==> config.mk <==
export PLATFORM = sky130hd
export DESIGN_NAME = reg_bank_32x32
export DESIGN_NICKNAME = d
export VERILOG_FILES = /design/src/rtl/reg_bank_32x32.sv
export SDC_FILE = /design/constraint.sdc
export NUM_CORES = 2
export LEC_CHECK = 0
export BUFFER_PORTS_ARGS = -buffer_cell sky130_fd_sc_hd__clkbuf_2
export CAP_MARGIN = 20
export CELL_PAD_IN_SITES_DETAIL_PLACEMENT = 0
export CELL_PAD_IN_SITES_GLOBAL_PLACEMENT = 1
export CORE_ASPECT_RATIO = 1.2
export CORE_MARGIN = 2
export CORE_UTILIZATION = 41
export DETAILED_ROUTE_END_ITERATION = 12
export PLACE_DENSITY_LB_ADDON = 0.1
export SLEW_MARGIN = 0
export SYNTH_ARGS = -nofsm -noshare
export SYNTH_HDL_FRONTEND = slang
export SYNTH_SLANG_ARGS = --single-unit
==> constraint.sdc <==
create_clock -name clk -period 48.8 [get_ports clk]
set_clock_uncertainty 0.15 [all_clocks]
set_input_delay 9.76 -clock clk [delete_from_list [all_inputs] [get_ports clk]]
set_output_delay 9.76 -clock clk [all_outputs]
set_load 0.005 [all_outputs]
==> src/rtl/reg_bank_32x32.sv <==
`default_nettype none
// ============================================================================
// Module   : reg_bank_32x32
// Purpose  : 32 x 32-bit register file with two async read ports, one sync
//            write port and an EXT register that holds the upper result word.
// Revision : 1.0 - initial release
// ============================================================================
module reg_bank_32x32 (
    input  logic        clk,
    input  logic        reset,
    input  logic        RegWrite,
    input  logic [4:0]  wrAddr,
    input  logic [31:0] wrData,
    input  logic [31:0] wrDataExt,
    input  logic [4:0]  rdAddrA,
    output logic [31:0] rdDataA,
    input  logic [4:0]  rdAddrB,
    output logic [31:0] rdDataB,
    output logic [31:0] rout
);

    localparam int          C_NUM_REGS = 32;
    localparam logic [4:0]  C_ZERO_IDX = 5'd0;
    localparam logic [31:0] C_ZERO     = 32'h0000_0000;

    logic [31:0] regs_q [C_NUM_REGS];
    logic [31:0] ext_q;
    logic [31:0] ext_d;
    logic        reg_we_d;

    assign reg_we_d = RegWrite && (wrAddr != C_ZERO_IDX);
    assign ext_d    = RegWrite ? wrDataExt : ext_q;

    // Index 0 is never written, so it holds the reset value of zero.
    always_ff @(posedge clk or posedge reset) begin
        if (reset) begin
            for (int i = 0; i < C_NUM_REGS; i++) begin
                regs_q[i] <= C_ZERO;
            end
        end else if (reg_we_d) begin
            regs_q[wrAddr] <= wrData;
        end
    end

    always_ff @(posedge clk or posedge reset) begin
        if (reset) begin
            ext_q <= C_ZERO;
        end else begin
            ext_q <= ext_d;
        end
    end

    // Reads force zero for index 0 and while reset is held.
    always_comb begin
        rdDataA = C_ZERO;
        rdDataB = C_ZERO;
        rout    = C_ZERO;
        if (!reset) begin
            if (rdAddrA != C_ZERO_IDX) rdDataA = regs_q[rdAddrA];
            if (rdAddrB != C_ZERO_IDX) rdDataB = regs_q[rdAddrB];
            rout = ext_q;
        end
    end

endmodule
`default_nettype wire

# After elaboration in Yosys (flattened, before gate mapping)

Cells that the tools add are included.
W data, S select, Z words.

Register bits: 1056
Input port bits: 82
Word-level logic and storage cells: 59

$lt $le $gt $ge: 4
Mux-type cells: 14
Bitwise gates (word level): 3
Reductions and logical operators: 5

Operator list:

| cell                 | count |
|---|---|
| $bwmux W1024         | 1 |
| $bmux W32 S5         | 2 |
| $mux W32             | 10 |
| $demux W32 S5        | 1 |
| $ge A6 B6 Y1 const B | 3 |
| $not A5 Y6           | 3 |
| $reduce_bool A5 Y1   | 3 |
| $lt A6 B1 Y1 const B | 1 |
| $logic_and A1 B1 Y1  | 2 |

# Longest topological paths before layout

Depth after elaboration: 6
Gate-level depth with buffers: 8

# Worst setup path before layout

Ideal clock, no wire load.

Path type: input-to-output
Start point: in reset
End point: out rdDataA[30]
Arrival: 34.060 ns
Data required time: 38.890 ns
Path slack: 4.830 ns
Stages: 6
Buffers on the path: 2
Cells stage by stage: inv_1 > and4_1 > clkbuf_1 > clkbuf_1 > a22oi_1 > nand4_1

Word-level cells in the longest chain between the ends: 1

RTL lines:

| element            | RTL line | source |
|---|---|---|
| start: declaration | 10       | `input logic reset,` |
| $mux W32           | 58       | `if (!reset) begin` |
| end: declaration   | 16       | `output logic [31:0] rdDataA,` |

No other way between the ends.

# Worst setup path in the final report

Start point: in rdAddrB[1]
End point: out rdDataB[20]

Word-level cells in the longest chain between the ends: 6
Elaborated cells between the ends (all ways): 7
Classes of those cells: 5 x mux; 1 x bitwise; 1 x reduce/logical

RTL lines:

| element                                     | RTL line | source |
|---|---|---|
| start: declaration                          | 17       | `input logic [4:0] rdAddrB,` |
| $not A5 Y6 (not written as such)            | 60       | `if (rdAddrB != C_ZERO_IDX) rdDataB = regs_q[rdAddrB];` |
| $bmux W32 S5                                | 60       |  |
| $mux W32 (not written as such) (2 in a row) | 60       |  |
| $mux W32 *                                  | 60       |  |
| $mux W32 *                                  | 58       |  |
| end: declaration                            | 18       | `output logic [31:0] rdDataB,` |

Mark *: on every way between the ends. The rest lies on a longest branch, timed or not. The select of a mux whose other input is x is not followed.

==> qor.txt <==
Min Clock Period, post-route -> 23.88 ns
startpoint types -> primary input
initial antenna violation count -> 5
status -> finished clean
Synth Cell Area -> 0.0542 mm^2
post_cts resized -> 0
slowest stage delay, CP -> 0.93 ns
Final Hold Violating Endpoints -> 0
DR WL/cell -> 32.2 um
DR vias -> 36700
Detailed Route WL -> 190000 um
Final period util -> 48.9%
HP Class -> reg2reg
CTS Root Cell -> clkbuf_16
R2R depth -> 1
P_leak -> 27.1 nW
TritonCTS Buffers -> 115
Rel. slew slack -> 28.5%
clock buffer depth -> 3
pre-CTS setup slack -> 24.93 ns
depth of the CTS H-tree -> 3
crit-path cells -> buf_8, buf_4, buf_4, buf_4, mux4_2, a22oi_1, nand4_1, clkbuf_2
Setup-failing EPs final -> 0
area grow syn2layout -> 11.8%
WS Path Type -> in2out
antenna cells -> 0
grt total ovfl -> 0
ratio of cells with drive above 1 in the final layout -> 42.3%
vias in the first global route -> 37500
Final Worst Setup Slack -> 24.92 ns
FFs w/ async S/R, synth -> 100%
Max IR drop VDD -> 0.0000337 V
Yosys top cell area share -> 47.3%
CP max FO -> 61
top_reg_cell synth -> dfrtp_1
RSZ-0062 raised after global routing -> no
YS warnings -> 0
Worst R2R End -> regs_q[702]
hold_buf cts -> 0
Synth area leaders -> dfrtp_1, mux2_2, mux2i_1, mux4_2, a22oi_1
EDFF count, synth -> 0
Worst Setup EP -> rdDataB[20]
DRC Markers -> 0
Final Util -> 46.1%
TritonCTS clock tree -> done
Core Region -> 0.132 mm^2
Distinct cells, synth -> 42
DRT Pass-1 Iters -> 5
slew of the pin with the lowest slew margin -> 1.07 ns
#FFs+latches synth -> 1026
Initial Util -> 41.2%
Seq/Total Area, Yosys -> 47.3%
r2r setup slk -> 47.84 ns
setup bufs post-CTS -> 0
max cap viols -> 0
Worst EP arrival -> 13.97 ns
Die Area -> 0.135 mm^2
antenna viol nets, final -> 0
largest net degree at the start of global routing -> 154
WP data required -> 38.89 ns
Synth Instances -> 4073
PwrDens -> 41.3 mW/mm^2
Crit path top cell by count -> buf_4
setup TNS -> 0 ns
DR vias/cell -> 6.22
HPWL after DPL -> 108000 um
fin nets -> 4120
Syn Area/Cell -> 13.3 um^2
reg-to-reg startpoint -> regs_q[702]
Die H -> 402 um
overall global routing resource usage -> 28.1%
first-pass GRT wire length -> 274000 um
Worst Setup SP -> rdAddrB[1]
gpl congestion -> 0.780
Net Count, Synth -> 4155
Clock Pin Slew Worst Setup and Hold Paths -> 0.06 ns
leading area contributor after synthesis -> dfrtp_1
die boundary width -> 336 um
max-slew violations -> 0
Max Fclk -> 41.9 MHz
initial drt markers -> 2692
IO Port Bufs -> 177
clk sinks -> 1026
Worst Setup End Kind -> output pin
Ports -> 178
Slowest cell on crit path -> buf_4
floorplan row count -> 146
clk_lat worst skew -> 0.74 ns
[report_power, final]
group	total, mW	internal (mW)	switching [mW]
combinational	0.451	0.253	0.198
sequential	1.13	1.01	0.117
clock	0.922	0.550	0.371
[area by class of cell]
cell class | instances | area (um^2)
Fill cell | 12000 | 71100
Multi-Input combinational cell | 2611 | 27000
Sequential cell | 1026 | 25700
Clock buffer | 171 | 3460
Tap cell | 1776 | 2220
Timing Repair Buffer | 280 | 1760
Clock inverter | 40 | 537
Inverter | 4 | 22.5
[registers in the layout, indices dropped and copies added, names as in the netlist]
name / cells
ext_q: 32
regs_q: 994
[cell usage after synthesis (all sizes together) (2+ instances only)]
| library cell | number |
|---|---|
| mux4 | 193 |
| nand4 | 64 |
| a22oi | 189 |
| nor3 | 3 |
| a221oi | 62 |
| o22ai | 189 |
| o32ai | 3 |
| clkbuf | 244 |
| or3b | 5 |
| nand3b | 7 |
| a31oi | 2 |
| mux2 | 1026 |
| nor3b | 3 |
| o221ai | 2 |
| nand2b | 3 |
| nand3 | 2 |
| nor4b | 3 |
| nand2 | 142 |
| o21ai | 63 |
| inv | 4 |
| dfrtp | 1026 |
| or3 | 2 |
| nor2b | 38 |
| nand4b | 3 |
| buf | 188 |
| and2 | 2 |
| a21oi | 4 |
| mux2i | 572 |
| or2 | 4 |
| nor2 | 18 |
[cells in the final DEF (no fill, tap or decap), types with 99 or more instances in the layout]
| cell type | count |
|---|---|
| a22oi_1 | 189 |
| dfrtp_1 | 1026 |
| mux4_2 | 193 |
| clkbuf_16 | 117 |
| buf_4 | 99 |
| clkbuf_2 | 173 |
| nand2_1 | 127 |
| o22ai_1 | 189 |
| mux2i_1 | 572 |
| mux2_2 | 1025 |
[kinds of logic after synthesis]
family | count (synthesis) | synth area share (%)
flip-flops | 1026 | 47.3
buffers and inverters | 436 | 3.37
AO/OA/AOI/OAI | 516 | 6.55
AND/OR/NAND/NOR | 304 | 2.87
multiplexers | 1791 | 39.9
[routing by layer]
layer	GRT usage, %	part of all wire, %	vias up
li1	-	-	15400
met1	36.2	41	19800
met2	48.2	50	1171
met3	3.52	4.8	319
met4	10.8	3.9	2
met5	0	0.0053	-
[critical path, delay by kind of cell]
kind	cells	cell delay, ns
AOI/OAI and AO/OA	1	0.24
buffers and inverters	5	3.10
muxes	1	0.42
and+or+nand+nor	1	0.25
[through the flow]
stage               cells  hold slack [ns]  cell area [um^2]  total power, mW
CTS                  5907            0.231             60600             2.52
floorplan            4073            0.275             54200             1.47
global route         5908            0.246             60700             2.62
finish               5908            0.231             60700             2.50
detailed placement   5696            0.216             56600             1.60
global placement     5696            0.214             56600             1.58
[how the worst min path moves through the flow]
stage | from | to | cells past startpoint
2_1_floorplan | regs_q[1022] | regs_q[1022] | 1
5_1_grt | regs_q[1022] | regs_q[1022] | 0
3_5_place_dp | regs_q[1022] | regs_q[1022] | 0
6_report | regs_q[1022] | regs_q[1022] | 0
3_3_place_gp | regs_q[1023] | regs_q[1023] | 0
4_1_cts | regs_q[1022] | regs_q[1022] | 0
No activity file was read; power rests on OpenSTA's default activity.
